`src/rtl/pc_pkg.sv`:
```
// Shared types and default constants for the fetch-stage program-counter controller.
package pc_pkg;

  typedef enum logic [1:0] {
    BOOT = 2'd0,
    RUN  = 2'd1,
    HALT = 2'd2
  } pc_state_e;

  typedef enum logic [2:0] {
    SEQ  = 3'd0,
    BR   = 3'd1,
    JMP  = 3'd2,
    ERET = 3'd3,
    EXC  = 3'd4,
    HOLD = 3'd5
  } pc_src_e;

  localparam int unsigned DEF_WIDTH       = 32'd32;
  localparam logic [31:0] DEF_RESET_VEC   = 32'h0000_3000;
  localparam logic [31:0] DEF_EXC_VEC     = 32'h0000_4180;
  localparam int unsigned DEF_STEP        = 32'd4;
  localparam int unsigned DEF_BOOT_CYCLES = 32'd1;

  // Counter width that never collapses to zero bits for tiny ranges.
  function automatic int unsigned clog2_min1(input int unsigned v);
    return (v > 32'd1) ? $clog2(v) : 32'd1;
  endfunction

endpackage

```
`src/rtl/pc_boot_timer.sv`:
```
// Boot hold timer: counts down the remaining boot cycles and flags completion.
module pc_boot_timer
  import pc_pkg::*;
#(
  parameter int unsigned BOOT_CYCLES = DEF_BOOT_CYCLES
) (
  input  logic CLK,
  input  logic RST,
  input  logic en_i,
  output logic done_o
);

  localparam int unsigned   CW   = clog2_min1(BOOT_CYCLES);
  localparam logic [CW-1:0] LOAD = CW'(BOOT_CYCLES - 32'd1);

  logic [CW-1:0] cnt_q;
  logic [CW-1:0] cnt_d;

  always_comb begin
    cnt_d = cnt_q;
    if (en_i && (cnt_q != {CW{1'b0}})) begin
      cnt_d = cnt_q - {{(CW-1){1'b0}}, 1'b1};
    end else begin
      cnt_d = cnt_q;
    end
  end

  always_ff @(posedge CLK) begin
    if (RST) begin
      cnt_q <= LOAD;
    end else begin
      cnt_q <= cnt_d;
    end
  end

  // Done while the last boot cycle is in progress, so the FSM leaves BOOT on that edge.
  assign done_o = (cnt_q == {CW{1'b0}});

endmodule

```
`src/rtl/pc_ctrl.sv`:
```
// Program-counter controller: boot hold, prioritised redirect selection, EPC and halt.
module pc_ctrl
  import pc_pkg::*;
#(
  parameter int unsigned      WIDTH       = DEF_WIDTH,
  parameter logic [WIDTH-1:0] RESET_VEC   = WIDTH'(DEF_RESET_VEC),
  parameter logic [WIDTH-1:0] EXC_VEC     = WIDTH'(DEF_EXC_VEC),
  parameter int unsigned      STEP        = DEF_STEP,
  parameter int unsigned      BOOT_CYCLES = DEF_BOOT_CYCLES
) (
  input  logic             CLK,
  input  logic             RST,
  input  logic             EN,
  input  logic             br_taken_i,
  input  logic [WIDTH-1:0] br_target_i,
  input  logic             jmp_i,
  input  logic [WIDTH-1:0] jmp_target_i,
  input  logic             exc_i,
  input  logic [WIDTH-1:0] exc_pc_i,
  input  logic             eret_i,
  input  logic             halt_i,
  output logic [WIDTH-1:0] addr_o,
  output logic [WIDTH-1:0] addr_next_o,
  output logic [WIDTH-1:0] epc_o,
  output logic             valid_o,
  output logic             misalign_o
);

  localparam logic [WIDTH-1:0] STEP_W     = WIDTH'(STEP);
  localparam logic [WIDTH-1:0] ALIGN_MASK = WIDTH'(STEP - 32'd1);

  pc_state_e        state_q, state_d;
  pc_src_e          src;
  logic [WIDTH-1:0] addr_q, addr_d;
  logic [WIDTH-1:0] epc_q, epc_d;
  logic             valid_q, valid_d;
  logic             misalign_q, misalign_d;
  logic [WIDTH-1:0] target;
  logic             target_bad;
  logic             boot_done;

  pc_boot_timer #(
    .BOOT_CYCLES(BOOT_CYCLES)
  ) u_boot_timer (
    .CLK   (CLK),
    .RST   (RST),
    .en_i  (state_q == BOOT),
    .done_o(boot_done)
  );

  // Exceptions bypass the stall; in HALT only an exception is heard.
  always_comb begin
    src     = HOLD;
    state_d = state_q;
    case (state_q)
      BOOT: begin
        if (boot_done) begin
          state_d = RUN;
        end else begin
          state_d = BOOT;
        end
      end
      RUN: begin
        if (exc_i) begin
          src = EXC;
        end else if (!EN) begin
          src = HOLD;
        end else if (halt_i) begin
          src     = HOLD;
          state_d = HALT;
        end else if (eret_i) begin
          src = ERET;
        end else if (jmp_i) begin
          src = JMP;
        end else if (br_taken_i) begin
          src = BR;
        end else begin
          src = SEQ;
        end
      end
      HALT: begin
        if (exc_i) begin
          src     = EXC;
          state_d = RUN;
        end else begin
          src = HOLD;
        end
      end
      default: begin
        src     = HOLD;
        state_d = BOOT;
      end
    endcase
  end

  always_comb begin
    target     = addr_q;
    addr_d     = addr_q;
    epc_d      = epc_q;
    misalign_d = 1'b0;
    case (src)
      ERET:    target = epc_q;
      JMP:     target = jmp_target_i;
      BR:      target = br_target_i;
      default: target = addr_q;
    endcase
    target_bad = ((target & ALIGN_MASK) != {WIDTH{1'b0}});
    case (src)
      SEQ: addr_d = addr_q + STEP_W;
      BR, JMP, ERET: begin
        // A misaligned redirect traps instead, recording where it came from.
        if (target_bad) begin
          addr_d     = EXC_VEC;
          epc_d      = addr_q;
          misalign_d = 1'b1;
        end else begin
          addr_d = target;
        end
      end
      EXC: begin
        addr_d = EXC_VEC;
        epc_d  = exc_pc_i;
      end
      HOLD:    addr_d = addr_q;
      default: addr_d = addr_q;
    endcase
    valid_d = (state_d == RUN);
  end

  always_ff @(posedge CLK) begin
    if (RST) begin
      state_q    <= BOOT;
      addr_q     <= RESET_VEC;
      epc_q      <= {WIDTH{1'b0}};
      valid_q    <= 1'b0;
      misalign_q <= 1'b0;
    end else begin
      state_q    <= state_d;
      addr_q     <= addr_d;
      epc_q      <= epc_d;
      valid_q    <= valid_d;
      misalign_q <= misalign_d;
    end
  end

  assign addr_o      = addr_q;
  assign addr_next_o = addr_q + STEP_W;
  assign epc_o       = epc_q;
  assign valid_o     = valid_q;
  assign misalign_o  = misalign_q;

endmodule

```
`config.mk`:
```
export PLATFORM = sky130hd
export DESIGN_NAME = pc_ctrl
export DESIGN_NICKNAME = d
export VERILOG_FILES = /design/src/rtl/pc_pkg.sv /design/src/rtl/pc_boot_timer.sv /design/src/rtl/pc_ctrl.sv
export SDC_FILE = /design/constraint.sdc
export NUM_CORES = 1
export LEC_CHECK = 0
export ABC_AREA = 1
export BUFFER_PORTS_ARGS = -buffer_cell sky130_fd_sc_hd__clkbuf_2
export CORE_ASPECT_RATIO = 0.7
export CORE_UTILIZATION = 45
export DETAILED_ROUTE_END_ITERATION = 12
export PLACE_DENSITY = 0.72
export SLEW_MARGIN = 25
export SYNTH_ARGS = -nofsm -noshare
export SYNTH_HDL_FRONTEND = slang
export SYNTH_SLANG_ARGS = --single-unit
```
`constraint.sdc`:
```
create_clock -name CLK -period 5.2 [get_ports CLK]
set_clock_uncertainty 0.2 [all_clocks]
set_input_delay 0.52 -clock CLK [delete_from_list [all_inputs] [get_ports CLK]]
set_output_delay 0.52 -clock CLK [all_outputs]
set_load 0.02 [all_outputs]
```
==> reports/results.tsv, run 1 <==
metric	value	unit
status	finished, final reports clean	
DIE AREA	11700	µm²
post-synthesis sequential element count	69	
worst endpoint data arrival time	3.49	ns
met2 Track Usage GR	40.9	%
die width	129	µm
H-tree depth	3	
Hold Startpoint	u_boot_timer.cnt_q	
part of the cycle the worst path needs	65.8	%
PortBufs	201	
peak supply drop	170	µV
clk sink count	69	
Max Slew Vio Count	0	
M3 GR Usage	7.76	%
routability cong.	1.02	
# hold bufs at CTS	0	
EDFF count, synth	0	
Final nets	1137	
GRT met1 Usage	50.5	%
Final min period	3.42	ns
routed vias/inst	5.23	
Distinct cells, synth	32	
Fillers	1110	
Starting Density	47.6	%
drt initial violations	648	
GRT Max-Usage Layer	met1	
CP peak stage delay	0.71	ns
grt ovf	0	
GR Util All Layers	31.6	%
Routed Antenna Nets	0	
Cells after Synth	862	
Core ar.	10600	µm²
register area share after synthesis	27.3	%
Clock Pin Slew Worst Setup and Hold Paths	0.05	ns
Synth Area per Inst	5.87	µm²
CP required	5.27	ns
Lkg Pwr	3.20	nW
Root Driver	clkbuf_16	
Post-synth ARST share	0	%
area of the multi-input gates	3110	µm²
Syn Nets	971	
Yosys warnings	0	
post-CTS sizing	0	
Boundary Pins	202	
WL/cell	15.8	µm
Register Area	1380	µm²
placed cell area	6020	µm²
max-cap viol count	0	
vias	6164	
Most common cell on crit path	nand2_1	
Synth-to-Final Area Change	24.0	%
Routed WL	18600	µm
Crit. End Element	flip-flop	
diode count	0	
CP Launch Point	state_q[1]	
cell chain of the critical path	inv_1, ha_1, nand2_1, a21oi_4, inv_2, nand2_2, buf_4, nand2_1, nand2_1, a21oi_1, nor2_1	
Hold Path Class	reg2reg	
vias in the first global route	5297	
Design Area, Final	6280	µm²
critical-path maximum fanout	96	
Least-Margin Pin Slew	0.902	ns
Slew headroom	39.9	%
share of layout cells above drive strength 1	23.2	%
total CTS buffers	9	
largest net degree at the start of global routing	97	
row cnt	31	
wire length of the first global-routing pass	28400	µm
placed wire-length estimate	13700	µm
Main synth FF type	dfxtp_1	
crit path kind	reg2reg	
Crit-path slowest cell	buf_4	
clock latency on the worst-skew pair	0.33	ns
Cell Area, Synth	5060	µm²
Residual DRC	0	
RSZ-0062 raised after global routing	no	
clk buf depth	2	
Hold Vio Cnt, Final	0	
DRT Pass-1 Iters	5	
CTS tree	done	
crit path launch type	flip-flop	
antenna violations before repair	0	
worst r2r src	state_q[1]	
Die Y	90.7	µm
# Post-CTS Setup Buffers	0	
Setup Viol. Count Final	0	
fmax	292	MHz
Cell Pwr Density	342	nW/µm²
Setup Total Neg Slack	0	ns
==> cell families (layout without fill, tap and decap cells) <==
logic type                 after synthesis  count (layout)  share of synthesized area (%)
and+or+nand+nor                        501             501                           42.1
AOI/OAI and AO/OA                      135             135                           14.7
buffers and inverters                  134             302                           11.5
DFF                                     69              69                           27.3
xor gates and xnor gates                18              18                           3.11
adders and majority gates                5               5                           1.24
==> power breakdown <==
group          total, mW  internal, mW  switching (mW)
clock network      0.554         0.327           0.227
registers          0.737         0.616           0.121
logic              0.855         0.273           0.582
total               2.15          1.22           0.930
==> synth_stat cells, types with 11 or more instances <==
cell | instances | area share [%]
xor2_1 | 12 | 2.1
dfxtp_1 | 69 | 27
nand4_1 | 14 | 1.7
a21oi_1 | 58 | 5.7
nor2_1 | 80 | 5.9
nand3_1 | 86 | 8.5
nand2_1 | 291 | 22
o211ai_1 | 22 | 3.3
o21ai_0 | 42 | 4.2
buf_2 | 18 | 1.8
nor3_1 | 13 | 1.3
clkbuf_1 | 20 | 1.5
inv_1 | 76 | 5.6
o21ai_1 | 11 | 1.1
==> flip-flops by register name, summed over array words and instances (netlist names) <==
register	flops
addr_o	32
epc_o	32
misalign_o	1
state_q	2
u_boot_timer.cnt_q	1
valid_o	1
==> cells in the final DEF (no fill, tap or decap), types with 4 or more instances in the layout <==
cell type / instances
clkbuf_16: 9
o21ai_0: 42
nand2_1: 289
nand4_1: 14
xor2_1: 12
inv_2: 6
nand3b_1: 4
xnor2_1: 6
inv_1: 76
o211ai_1: 22
o21ai_1: 11
nand3_1: 86
clkbuf_2: 201
nor2_1: 80
nand2_2: 4
dfxtp_1: 69
ha_1: 5
nor3_1: 13
a21oi_1: 58
==> layout make-up <==
cell class	count	share of cell area, %
flip-flops and latches	69	22.0
clock buffers	11	3.87
clock inverters	2	0.199
well taps	148	2.95
inverters	85	5.10
multi-input cells	659	49.5
repair buffers	204	16.4
==> worst max-delay path: cells and delay by family (launching register included) <==
| family | cells | cell delay [ns] |
|---|---|---|
| flip-flops | 1 | 0.38 |
| adder cells (fa/ha/maj) | 1 | 0.38 |
| AO/OA/AOI/OAI | 2 | 0.48 |
| buffers and inverters | 3 | 1.20 |
| AND/OR/NAND/NOR | 5 | 0.66 |
==> routing by layer <==
layer | wire length [µm] | share of wire [%]
met3 | 1960 | 11
met4 | 135 | 0.73
met1 | 9370 | 50
met2 | 7120 | 38
met5 | 0 | 0
==> path summary, 6_finish.rpt <==
kind | depth (start not counted) | endpoint | slack [ns]
setup / recovery | 11 | epc_o[10] | 1.78
hold / removal | 2 | u_boot_timer.cnt_q | 0.24
setup reg to reg | 11 | epc_o[10] | 1.78
hold reg to reg | 2 | u_boot_timer.cnt_q | 0.24
==> through the flow <==
stage	util, %	power, mW	worst slack (ns)	hold WS (ns)	instances
after floorplan	-	1.29	2.73	0.214	862
after global placement	56.6	1.58	1.90	0.231	1165
after detailed placement	56.6	1.58	1.80	0.231	1165
after CTS	59.0	2.13	1.77	0.240	1178
after global routing	59.1	2.26	1.48	0.251	1178
final	59.1	2.15	1.78	0.240	1178
Power figures use the tool's default switching activity.
==> inputs of run 2 (changes only) <==
--- a/config.mk
+++ b/config.mk
@@ -5,12 +5,12 @@
 export SDC_FILE = /design/constraint.sdc
 export NUM_CORES = 1
 export LEC_CHECK = 0
-export ABC_AREA = 1
+export ABC_AREA = 0
 export BUFFER_PORTS_ARGS = -buffer_cell sky130_fd_sc_hd__clkbuf_2
 export CORE_ASPECT_RATIO = 0.7
 export CORE_UTILIZATION = 45
 export DETAILED_ROUTE_END_ITERATION = 12
-export PLACE_DENSITY = 0.72
+export PLACE_DENSITY = 0.75
 export SLEW_MARGIN = 25
 export SYNTH_ARGS = -nofsm -noshare
 export SYNTH_HDL_FRONTEND = slang
==> constraint.sdc (replaced) <==
create_clock -name CLK -period 3 [get_ports CLK]
set_clock_uncertainty 0.2 [all_clocks]
set_input_delay 0.3 -clock CLK [delete_from_list [all_inputs] [get_ports CLK]]
set_output_delay 0.3 -clock CLK [all_outputs]
set_load 0.02 [all_outputs]
==> run 2 against run 1 <==
- design area grew 5.4%
- largest cell class unchanged
- first-iteration DRC count down 28%
- highest routed layer unchanged
- largest power group is now clock
- total power rose by 43%
- final cell count decreased by 17%
- clock power increased by 110%
- critical path depth decreased by 6
- flip-flop and latch count unchanged
==> reports/results.tsv, run 2 <==
metric	value	unit	change
Post-synth top cells	69 x dfxtp_1, 55 x inv_1, 52 x nand2_1, 49 x a21oi_1, 38 x nor4_1		
Hold Vio Cnt, Final	0		unchanged
DRT Pass-1 Iters	5		unchanged
Lkg Pwr	2.89	nW	-9.6%
Distinct cells, synth	64		+100%
fmax	338	MHz	
clock latency on the worst-skew pair	0.33	ns	about the same
CTS tree	done		
placed wire-length estimate	14500	µm	+5.9%
Die Y	89.8	µm	-1.0%
EDFF count, synth	0		unchanged
Cell Area, Synth	4960	µm²	-2.1%
count leader, synth	dfxtp_1		
Cells after Synth	629		-27%
routed vias/inst	6.12		+17%
largest net degree at the start of global routing	41		-58%
Routed Antenna Nets	0		unchanged
Boundary Pins	202		unchanged
Final min period	2.96	ns	
Core ar.	10500	µm²	-1.1%
Root Driver	clkbuf_16		
clk buf depth	2		unchanged
diode count	0		unchanged
antenna violations before repair	0		unchanged
Main synth FF type	dfxtp_1		
Syn Nets	738		-24%
Setup Viol. Count Final	0		unchanged
row cnt	31		unchanged
Cell Pwr Density	464	nW/µm²	+36%
Synth area leader	dfxtp_1		
WL/cell	19.9	µm	+26%
Least-Margin Pin Slew	0.900	ns	-0.00204 ns
worst endpoint data arrival time	2.46	ns	-1.03 ns
DIE AREA	11400	µm²	-2.0%
final hold slack	0.0523	ns	-0.188 ns
register area share after synthesis	27.9	%	+0.58 points
Slew headroom	39.5	%	-0.33 points
Crit. End Element	primary output		
Synth-to-Final Area Change	33.5	%	
H-tree depth	3		unchanged
FF-to-FF setup slack	0.12	ns	-1.66 ns
largest cells by area after synthesis	dfxtp_1 28%, a211oi_2 5.0%, a21oi_1 4.9%		
peak supply drop	309	µV	+82%
part of the cycle the worst path needs	98.6	%	
Fillers	948		-15%
Yosys warnings	0		unchanged
Routed WL	19500	µm	+5.0%
Hold Path Class	in2reg		
status	finished, final reports clean		
vias in the first global route	5573		+5.2%
Setup Total Neg Slack	0	ns	unchanged
wire length of the first global-routing pass	30100	µm	+6.1%
Post-synth ARST share	0	%	unchanged
RSZ-0062 raised after global routing	yes		
PortBufs	201		unchanged
vias	5998		-2.7%
post-synthesis sequential element count	69		unchanged
critical-path maximum fanout	7		-93%
total CTS buffers	9		unchanged
die width	127	µm	-1.0%
most frequent cells in the layout	201 x clkbuf_2, 66 x dfxtp_1, 55 x inv_1, 52 x nand2_1, 48 x a21oi_1		
leading cell type in the layout, fill and taps excluded	clkbuf_2		
GR Util All Layers	33.6	%	+2.1 points
grt ovf	0		unchanged
Final Util	63.0	%	+3.9 points
max-cap viol count	0		unchanged
Place WS	0.197	ns	-1.60 ns
crit path launch type	flip-flop		
Max Slew Vio Count	0		unchanged
share of layout cells above drive strength 1	38.0	%	+15 points
clk sink count	69		unchanged
top cell type's share of synthesized area	27.9	%	+0.58 points
Clock Pin Slew Worst Setup and Hold Paths	0.06	ns	about the same
setup slack after layout	0.0430	ns	-1.73 ns
routability cong.	0.922		-9.3%
Synth Area per Inst	7.88	µm²	+34%
crit path kind	reg2out		
CP required	2.50	ns	-2.77 ns
Starting Density	47.1	%	-0.47 points
Residual DRC	0		unchanged
drt initial violations	466		-28%
Final nets	936		-18%
-- run 2: final cells by class --
cell class	count	area, µm²	share of cell area, %
tap	148	185	2.80
sequential	69	1390	20.9
clock buffer	9	225	3.40
multi-input combinational	448	3180	48.0
clock inverter	7	98.8	1.49
timing repair buffer	244	1340	20.3
inverter	55	206	3.12
-- run 2: kinds of logic (layout without fill, tap and decap cells) --
logic type,count (synthesis),count (layout),share of synthesized area [%]
flip-flops,69,69,27.9
AND/OR/NAND/NOR,200,200,22.7
XOR/XNOR,16,16,2.83
adder cells (fa/ha/maj),5,5,1.26
buffers and inverters,113,315,9.47
multiplexers,11,11,2.22
AO/OA/AOI/OAI,215,216,33.6
-- run 2: per-stage QoR --
step | cells | power [mW] | area [µm²]
after global placement | 962 | 1.88 | 6240
after floorplan | 629 | 1.59 | 4960
final | 980 | 3.07 | 6620
after CTS | 978 | 3.06 | 6580
after detailed placement | 962 | 1.90 | 6240
after global routing | 980 | 3.18 | 6620
-- run 2: power breakdown --
part / internal (mW) / total, mW / leakage (nW) / switching [mW]
combinational: 0.301 / 0.822 / 2.17 / 0.521
sequential: 1.00 / 1.08 / 0.566 / 0.0819
clock: 0.732 / 1.16 / 0.156 / 0.431
total: 2.03 / 3.07 / 2.89 / 1.03
-- run 2: what timing repair did --
item | in CTS | in global routing
endpoints found under the setup margin | 5 | 10
hold buffers | 0 | 0
gates cloned | 0 | 1
gates resized for setup | 4 | 6
buffers inserted | 0 | 1
pin swaps | 0 | 2
-- run 2: final timing paths --
| path | from | end | cells past startpoint |
|---|---|---|---|
| worst min register to register | epc_o[11] | epc_o[11] | 2 |
| worst min-delay path | jmp_target_i[9] | addr_o[9] | 3 |
| worst max register to register | state_q[1] | epc_o[11] | 7 |
| worst max-delay path | addr_o[9] | addr_next_o[27] | 5 |
-- run 2: worst max-delay path, stage by stage, from the launching register on --
cell	delay [ns]
dfxtp_1	0.46
nand4_1	0.29
or4_4	0.64
o31a_1	0.27
or2_2	0.30
clkbuf_2	0.16
-- run 2: metal layers --
layer | vias up | track usage (%) | routed length, µm
li1 | 2775 | - | -
met1 | 2826 | 46.7 | 8500
met2 | 364 | 53.0 | 8680
met3 | 33 | 5.48 | 2020
met4 | 0 | 10.5 | 318
met5 | - | 0 | 0
